==> src/rtl/approx_mon_pkg.sv <==
// approx_mon_pkg: shared state encoding and width derivations for the approximate-adder error monitor.
package approx_mon_pkg;
   typedef enum logic [1:0] {IDLE, RUN, DRAIN, DONE} state_e;
   localparam int WIDTH_DEF        = 16;
   localparam int LOG2_SAMPLES_DEF = 10;
   localparam int ED_W    = WIDTH_DEF + 1;
   localparam int SUM_W   = ED_W + LOG2_SAMPLES_DEF;
   localparam int SQ_W    = 2 * ED_W + LOG2_SAMPLES_DEF;
   localparam int SAMPLES = 1 << LOG2_SAMPLES_DEF;
   function automatic int ed_width(input int width);
      return width + 1;
   endfunction
   function automatic int sum_width(input int width, input int log2_samples);
      return width + 1 + log2_samples;
   endfunction
   function automatic int sq_width(input int width, input int log2_samples);
      return 2 * (width + 1) + log2_samples;
   endfunction
endpackage

==> src/rtl/approx_err_dist.sv <==
// approx_err_dist: exact sum of the operands and its absolute distance from the approximate result.
module approx_err_dist #(
   parameter int WIDTH = 16
) (
   input  logic [WIDTH-1:0] op_a_i,
   input  logic [WIDTH-1:0] op_b_i,
   input  logic             cin_i,
   input  logic [WIDTH:0]   approx_sum_i,
   output logic [WIDTH:0]   ed_o
);
   logic [WIDTH:0]   exact;
   logic [WIDTH+1:0] diff;
   logic [WIDTH+1:0] neg;
   assign exact = {1'b0, op_a_i} + {1'b0, op_b_i} + {{WIDTH{1'b0}}, cin_i};
   // one extra bit so the sign of exact - approx survives
   assign diff  = {1'b0, exact} - {1'b0, approx_sum_i};
   assign neg   = -diff;
   assign ed_o  = diff[WIDTH+1] ? neg[WIDTH:0] : diff[WIDTH:0];
endmodule

==> src/rtl/approx_adder_err_monitor.sv <==
// approx_adder_err_monitor: accumulates error-distance statistics of an approximate adder over 2^LOG2_SAMPLES samples.
// Define ERR_MSE_EN to add a squared-error accumulator behind an extra multiply stage.
module approx_adder_err_monitor
   import approx_mon_pkg::*;
#(
   parameter int WIDTH        = 16,
   parameter int LOG2_SAMPLES = 10
) (
   input  logic                              clk,
   input  logic                              rst_n,
   input  logic                              start,
   input  logic                              in_valid,
   output logic                              in_ready,
   input  logic [WIDTH-1:0]                  op_a,
   input  logic [WIDTH-1:0]                  op_b,
   input  logic                              cin,
   input  logic [WIDTH:0]                    approx_sum,
   output logic                              busy,
   output logic                              done,
   output logic [LOG2_SAMPLES:0]             err_count,
   output logic [WIDTH+LOG2_SAMPLES:0]       ed_sum,
   output logic [WIDTH:0]                    ed_max,
   output logic [WIDTH:0]                    ed_mean,
   output logic [2*WIDTH+1+LOG2_SAMPLES:0]   sq_sum
);
   localparam int EW = ed_width(WIDTH);
   localparam int SW = sum_width(WIDTH, LOG2_SAMPLES);
   localparam int QW = sq_width(WIDTH, LOG2_SAMPLES);
   localparam int CW = LOG2_SAMPLES + 1;
`ifdef ERR_MSE_EN
   localparam int LAT = 3;
`else
   localparam int LAT = 2;
`endif
   state_e                  state_q, state_d;
   logic [LOG2_SAMPLES-1:0] cnt_q, cnt_d;
   logic [1:0]              dcnt_q, dcnt_d;
   logic                    v1_q;
   logic [EW-1:0]           ed1_q, ed1_d, ed;
   logic [CW-1:0]           err_q, err_d;
   logic [SW-1:0]           sum_q, sum_d;
   logic [EW-1:0]           max_q, max_d;
   logic                    accept, clear, last, drain_end, av;
   logic [EW-1:0]           aed;

   approx_err_dist #(.WIDTH(WIDTH)) u_dist (
      .op_a_i      (op_a),
      .op_b_i      (op_b),
      .cin_i       (cin),
      .approx_sum_i(approx_sum),
      .ed_o        (ed)
   );

   assign in_ready  = state_q == RUN;
   assign busy      = state_q == RUN || state_q == DRAIN;
   assign done      = state_q == DONE;
   assign err_count = err_q;
   assign ed_sum    = sum_q;
   assign ed_max    = max_q;
   assign ed_mean   = sum_q[SW-1:LOG2_SAMPLES];

   always_comb begin
      accept    = in_valid && in_ready;
      clear     = start && (state_q == IDLE || state_q == DONE);
      last      = accept && cnt_q == '1;
      drain_end = state_q == DRAIN && dcnt_q == 2'(LAT - 1);
      state_d   = clear ? RUN : last ? DRAIN : drain_end ? DONE : state_q;
      cnt_d     = clear ? '0 : accept ? cnt_q + 1'b1 : cnt_q;
      dcnt_d    = state_q == DRAIN ? dcnt_q + 1'b1 : 2'd0;
      ed1_d     = accept ? ed : ed1_q;
      err_d     = clear ? '0 : av ? err_q + CW'(aed != '0) : err_q;
      sum_d     = clear ? '0 : av ? sum_q + SW'(aed) : sum_q;
      max_d     = clear ? '0 : (av && aed > max_q) ? aed : max_q;
   end

   always_ff @(posedge clk or negedge rst_n) begin
      if (!rst_n) begin
         state_q <= IDLE;
         cnt_q   <= '0;
         dcnt_q  <= '0;
         v1_q    <= 1'b0;
         ed1_q   <= '0;
         err_q   <= '0;
         sum_q   <= '0;
         max_q   <= '0;
      end else begin
         state_q <= state_d;
         cnt_q   <= cnt_d;
         dcnt_q  <= dcnt_d;
         v1_q    <= accept;
         ed1_q   <= ed1_d;
         err_q   <= err_d;
         sum_q   <= sum_d;
         max_q   <= max_d;
      end
   end

`ifdef ERR_MSE_EN
   localparam int MW = 2 * EW;
   logic          vm_q;
   logic [EW-1:0] edm_q;
   logic [MW-1:0] sqm_q, sqm_d;
   logic [QW-1:0] sq_q, sq_d;
   assign av     = vm_q;
   assign aed    = edm_q;
   assign sq_sum = sq_q;
   always_comb begin
      sqm_d = MW'(ed1_q) * MW'(ed1_q);
      sq_d  = clear ? '0 : av ? sq_q + QW'(sqm_q) : sq_q;
   end
   always_ff @(posedge clk or negedge rst_n) begin
      if (!rst_n) begin
         vm_q  <= 1'b0;
         edm_q <= '0;
         sqm_q <= '0;
         sq_q  <= '0;
      end else begin
         vm_q  <= v1_q;
         edm_q <= ed1_q;
         sqm_q <= sqm_d;
         sq_q  <= sq_d;
      end
   end
`else
   assign av     = v1_q;
   assign aed    = ed1_q;
   assign sq_sum = '0;
`endif
endmodule

==> config.mk <==
export PLATFORM = sky130hd
export DESIGN_NAME = approx_adder_err_monitor
export DESIGN_NICKNAME = d
export VERILOG_FILES = /design/src/rtl/approx_mon_pkg.sv /design/src/rtl/approx_err_dist.sv /design/src/rtl/approx_adder_err_monitor.sv
export SDC_FILE = /design/constraint.sdc
export NUM_CORES = 1
export LEC_CHECK = 0
export ABC_AREA = 1
export CORE_ASPECT_RATIO = 0.6
export CORE_MARGIN = 3
export CORE_UTILIZATION = 47
export DETAILED_ROUTE_END_ITERATION = 10
export GPL_ROUTABILITY_DRIVEN = 0
export PLACE_DENSITY = 0.86
export SYNTH_ARGS = -nofsm -noshare
export SYNTH_HDL_FRONTEND = slang
export SYNTH_SLANG_ARGS = --single-unit
==> constraint.sdc <==
create_clock -name clk -period 2.1 [get_ports clk]
set_input_delay 0.21 -clock clk [delete_from_list [all_inputs] [get_ports clk]]
set_output_delay 0.21 -clock clk [all_outputs]
set_load 0.05 [all_outputs]
==> flow_summary.html <==
<table>
<tr><th>Metric</th><th>Value</th></tr>
<tr><th colspan="2">Final layout</th></tr>
<tr><td>Post-route standard cell area excluding fillers</td><td>11900 um2</td></tr>
<tr><td>Final cell count without fillers</td><td>1571</td></tr>
<tr><td>Final core area utilization</td><td>76.1%</td></tr>
<tr><td>Area growth syn-to-layout</td><td>55.4%</td></tr>
<tr><td>Nets@finish</td><td>1494</td></tr>
<tr><td>Fill count</td><td>863</td></tr>
<tr><td>ANT cells</td><td>0</td></tr>
<tr><td>Layout cell share with drive strength beyond 1</td><td>40.6%</td></tr>
<tr><th colspan="2">Min path</th></tr>
<tr><td>Class of the worst hold path</td><td>input pin to async pin</td></tr>
<tr><th colspan="2">Setup path</th></tr>
<tr><td>Worst r2r path cells</td><td>11</td></tr>
<tr><td>Worst reg-to-reg setup slack</td><td>-470 ps</td></tr>
<tr><td>Crit path largest cell delay</td><td>530 ps</td></tr>
<tr><td>Crit path arrival time</td><td>around 3100 ps</td></tr>
<tr><td>Reg-to-reg critical path startpoint</td><td>aed[12]$_DFFE_PN0P_</td></tr>
<tr><td>Critical Path Most Common Cell</td><td>sky130_fd_sc_hd__nand2_2</td></tr>
<tr><td>Crit path max-delay cell type</td><td>sky130_fd_sc_hd__fa_1</td></tr>
<tr><td>Worst path cell trace</td><td>buf_2, inv_1, fa_1, inv_2, ha_4, nand2_2, nand2_2, inv_2, nand2_2, nand2_2, nand2_2, nor2_4, nand2_2, nor2_4, nand2_2, nor2_4, nand2_2, nand3_1, nand3_2, nand2_2</td></tr>
<tr><td>Count of buffering cells on the critical path with inverters included</td><td>4</td></tr>
<tr><td>CP startpoint kind</td><td>input pin</td></tr>
<tr><td>Reg-to-reg endpoint</td><td>ed_sum[26]$_DFFE_PN0P_</td></tr>
<tr><td>Critical Path End Type</td><td>register</td></tr>
<tr><td>Required time worst endpoint</td><td>2380 ps</td></tr>
<tr><td>Critical path type</td><td>input pin to register</td></tr>
<tr><td>Biggest fanout along the worst timing path</td><td>6</td></tr>
<tr><td>Kind of cell adding the most delay to the critical path</td><td>simple AND/OR/NAND/NOR gates</td></tr>
<tr><th colspan="2">STA</th></tr>
<tr><td>Min Tclk post-route</td><td>between 2000 and 3000 ps</td></tr>
<tr><td>Clock tree skew after final layout</td><td>12.9 ps</td></tr>
<tr><td>Final hold viol count</td><td>0</td></tr>
<tr><td>Post-route worst setup slack</td><td>-726 ps</td></tr>
<tr><td>Fin. max-slew vios</td><td>0</td></tr>
<tr><td>Max-slew headroom</td><td>50.9%</td></tr>
<tr><td>Timing-limited maximum frequency</td><td>0.354 GHz</td></tr>
<tr><td>Tcrit/Tclk final</td><td>135%</td></tr>
<tr><td>Least-Margin Pin Slew</td><td>about 730 ps</td></tr>
<tr><td>Final-report setup violation count</td><td>60</td></tr>
<tr><td>RSZ-0062 raised after global routing</td><td>true</td></tr>
<tr><th colspan="2">Synth</th></tr>
<tr><td>EDFF count, synth</td><td>0</td></tr>
<tr><td>Area share of the largest cell type after synthesis</td><td>28.3%</td></tr>
<tr><td>Library cell with the largest summed area after synthesis</td><td>sky130_fd_sc_hd__dfrtp_1</td></tr>
<tr><td>Gate count of the mapped netlist</td><td>1104</td></tr>
<tr><td>Share of synthesized area occupied by flip-flops and latches</td><td>between 20% and 30%</td></tr>
<tr><td>Proportion of synthesized flip-flops having asynchronous set or reset</td><td>100%</td></tr>
<tr><td>Synthesized area divided by synthesized cell count</td><td>6.96 um2</td></tr>
<tr><td>Netlist area before placement</td><td>7680 um2</td></tr>
<tr><td>Number of synthesis warnings</td><td>0</td></tr>
<tr><td>Dominant register cell in the synthesized netlist</td><td>sky130_fd_sc_hd__dfrtp_1</td></tr>
<tr><td>Number of register bits inferred by synthesis</td><td>between 80 and 90</td></tr>
<tr><td>Most area-consuming cells after synthesis</td><td>sky130_fd_sc_hd__dfrtp_1 (28%), sky130_fd_sc_hd__nand2_1 (15%), sky130_fd_sc_hd__ha_1 (9.6%)</td></tr>
<tr><td>Number of distinct library cells after synthesis</td><td>51</td></tr>
<tr><th colspan="2">Global route</th></tr>
<tr><td>Largest net degree at the start of global routing</td><td>88</td></tr>
<tr><td>Global-route wire length before repair</td><td>41500 um</td></tr>
<tr><td>Residual overflow from global routing</td><td>0</td></tr>
<tr><td>Overall Global Routing Usage</td><td>28.3%</td></tr>
<tr><td>Initial antenna violation count</td><td>2</td></tr>
<tr><td>Vias in the first global route</td><td>~8600</td></tr>
<tr><th colspan="2">Placement</th></tr>
<tr><td>Cell Count Post-Placement</td><td>1505</td></tr>
<tr><td>Buffers added on ports</td><td>128</td></tr>
<tr><td>Dpl cell area</td><td>9930 um2</td></tr>
<tr><td>Placed wire-length estimate after detailed placement</td><td>~17000 um</td></tr>
<tr><th colspan="2">Floorplanning</th></tr>
<tr><td>Chip height</td><td>105 um</td></tr>
<tr><td>Initial Utilization</td><td>49.0%</td></tr>
<tr><td>Number of top-level pins</td><td>173</td></tr>
<tr><td>Row count</td><td>35</td></tr>
<tr><td>Die Area</td><td>~18000 um2</td></tr>
<tr><td>Die width</td><td>171 um</td></tr>
<tr><td>Core region area</td><td>between 15000 and 20000 um2</td></tr>
<tr><th colspan="2">Drt</th></tr>
<tr><td>DR WL/cell</td><td>between 20 and 25 um</td></tr>
<tr><td>Detail Route Antenna Nets</td><td>0</td></tr>
<tr><td>Remaining DRCs</td><td>0</td></tr>
<tr><td>WL met1</td><td>11400 um</td></tr>
<tr><td>First-pass DRT Iterations</td><td>9</td></tr>
<tr><td>Via count</td><td>9598</td></tr>
<tr><td>Top sig layer</td><td>met5</td></tr>
<tr><td>Length of routed met3 wiring</td><td>4380 um</td></tr>
<tr><td>Detailed Route Iter0 Violations</td><td>1414</td></tr>
<tr><td>Wire length reported by the detailed router</td><td>~34000 um</td></tr>
<tr><td>Detail Route met2 WL</td><td>15000 um</td></tr>
<tr><td>Number of vias per cell</td><td>6.11</td></tr>
<tr><th colspan="2">Clock network</th></tr>
<tr><td>Clock Sinks</td><td>87</td></tr>
<tr><td>Root buffer cell</td><td>sky130_fd_sc_hd__clkbuf_16</td></tr>
<tr><td>Insertion delay of the later-clocked pin in the worst-skew pair</td><td>roughly 360 ps</td></tr>
<tr><td>CTS clock-pin slew for the worst setup and hold paths</td><td>70 ps</td></tr>
<tr><td>Clock buffers created by TritonCTS</td><td>9</td></tr>
<tr><td>H-Tree Depth</td><td>3</td></tr>
<tr><td>CTS tree</td><td>yes</td></tr>
<tr><td>Largest buffer count on any clock path</td><td>2</td></tr>
<tr><th colspan="2">Power</th></tr>
<tr><td>P per Cell Area</td><td>1490 nW/um2</td></tr>
<tr><td>Standby leakage power</td><td>5.92 nW</td></tr>
<tr><td>Peak supply drop</td><td>0.000946 V</td></tr>
<tr><th colspan="2">Run status</th></tr>
<tr><td>Violated checks</td><td>setup timing</td></tr>
<tr><td>Status</td><td>finished, violations left</td></tr>
<tr><th colspan="2">Run</th></tr>
<tr><td>Maximum capacitance violations</td><td>0</td></tr>
</table>
area by class of cell:
cell class / count / area, um2 / area share (%)
Inverter: 191 / 754 / 6.32
Sequential cell: 87 / 2210 / 18.5
Tap cell: 203 / 254 / 2.13
Timing Repair Buffer: 279 / 2480 / 20.7
Multi-Input combinational cell: 795 / 5920 / 49.6
Clock buffer: 11 / 243 / 2.03
Clock inverter: 5 / 81.3 / 0.681
power breakdown:
| group | switching [W] | internal, W | leakage [nW] | total [W] |
|---|---|---|---|---|
| clock network | 0.000736 | 0.00108 | 0.156 | 0.00181 |
| logic | 0.00790 | 0.00490 | 4.68 | 0.0128 |
| registers | 0.000891 | 0.00227 | 1.08 | 0.00316 |
| total | 0.00952 | 0.00825 | 5.92 | 0.0178 |
cell usage after synthesis (all sizes together) (2+ instances only):
cell / instances
nor3b: 3
nor2: 84
o211ai: 2
xnor2: 3
nand2: 310
nor4: 6
nand4: 17
ha: 59
a22o: 3
buf: 65
clkbuf: 8
inv: 191
nand3: 71
o21ai: 66
a32o: 2
or2: 3
and2: 3
dfrtp: 87
xor2: 5
a21oi: 66
nor3: 15
a31oi: 5
a21boi: 2
fa: 18
metrics by stage:
step                      hold WS [ps]  power [W]  setup slack, ps  TNS, ps
after floorplan                  -85.6    0.00871             -346    -3490
after global placement             286     0.0115            -1090   -15720
after detailed placement           289     0.0118            -1140   -18350
after CTS                          437     0.0148             -325    -4510
after global routing               450     0.0184             -800   -19890
final                              421     0.0178             -726   -17020
state kept, by name, summed over array words and instances, names as in the netlist:
| register | flops |
|---|---|
| err_count | 11 |
| ed_max | 17 |
| av | 1 |
| ed_sum | 27 |
| cnt_q | 10 |
| dcnt_q | 2 |
| aed | 17 |
| state_q | 2 |
repair_timing:
item,CTS,global route
hold buffers,1,0
buffers inserted,36,20
resized for setup,335,211
hold endpoints to repair,87,0
setup endpoints to repair,54,60
pin swaps,120,89
cloned,0,2
cell usage in the layout (no fill, tap or decap), types with 6 or more instances in the layout:
| master | n |
|---|---|
| sky130_fd_sc_hd__a21oi_1 | 37 |
| sky130_fd_sc_hd__a21oi_2 | 24 |
| sky130_fd_sc_hd__buf_12 | 6 |
| sky130_fd_sc_hd__buf_2 | 21 |
| sky130_fd_sc_hd__buf_4 | 122 |
| sky130_fd_sc_hd__buf_6 | 27 |
| sky130_fd_sc_hd__clkbuf_16 | 11 |
| sky130_fd_sc_hd__clkdlybuf4s15_1 | 6 |
| sky130_fd_sc_hd__clkdlybuf4s50_1 | 77 |
| sky130_fd_sc_hd__conb_1 | 44 |
| sky130_fd_sc_hd__dfrtp_1 | 62 |
| sky130_fd_sc_hd__dfrtp_2 | 25 |
| sky130_fd_sc_hd__dlygate4sd2_1 | 12 |
| sky130_fd_sc_hd__fa_1 | 14 |
| sky130_fd_sc_hd__ha_1 | 27 |
| sky130_fd_sc_hd__ha_4 | 29 |
| sky130_fd_sc_hd__inv_1 | 134 |
| sky130_fd_sc_hd__inv_2 | 45 |
| sky130_fd_sc_hd__inv_4 | 10 |
| sky130_fd_sc_hd__nand2_1 | 193 |
| sky130_fd_sc_hd__nand2_2 | 73 |
| sky130_fd_sc_hd__nand2_4 | 42 |
| sky130_fd_sc_hd__nand3_1 | 46 |
| sky130_fd_sc_hd__nand3_2 | 22 |
| sky130_fd_sc_hd__nand4_1 | 17 |
| sky130_fd_sc_hd__nor2_1 | 56 |
| sky130_fd_sc_hd__nor2_4 | 23 |
| sky130_fd_sc_hd__nor3_1 | 8 |
| sky130_fd_sc_hd__o21ai_0 | 25 |
| sky130_fd_sc_hd__o21ai_1 | 22 |
| sky130_fd_sc_hd__o21ai_2 | 18 |
worst max-delay path by stage:
stage | startpoint | to | slack [ps] | cells past startpoint
2_1_floorplan | approx_sum[0] | aed[16]$_DFFE_PN0P_ | -350 | 15
3_3_place_gp | op_a[9] | aed[16]$_DFFE_PN0P_ | -1090 | 20
3_5_place_dp | op_b[0] | aed[14]$_DFFE_PN0P_ | -1140 | 18
4_1_cts | op_b[0] | aed[15]$_DFFE_PN0P_ | -330 | 18
5_1_grt | op_a[3] | aed[15]$_DFFE_PN0P_ | -800 | 21
6_report | op_a[3] | aed[15]$_DFFE_PN0P_ | -730 | 20
cells by family (layout without fill, tap and decap cells):
| logic type | after synthesis | after routing | share of synthesized area [%] |
|---|---|---|---|
| xor+xnor | 8 | 8 | 0.912 |
| other cells | 1 | 44 | 0.0488 |
| buf+inv | 265 | 486 | 16.3 |
| flops | 87 | 87 | 28.3 |
| simple gates | 515 | 515 | 29.3 |
| compound gates | 151 | 151 | 10.8 |
| fa+ha+maj | 77 | 77 | 14.3 |
worst min-delay path, stage by stage:
cell and delay, ps:
sky130_fd_sc_hd__dlygate4sd3_1 530, sky130_fd_sc_hd__buf_4 120, sky130_fd_sc_hd__buf_12 360
per-layer routing:
metal / vias up / track usage, %
li1: 3943 / -
met1: 4388 / 35.6
met2: 919 / 47.6
met3: 344 / 5.82
met4: 4 / 10.8
met5: - / 0
Power figures use the tool's default switching activity.
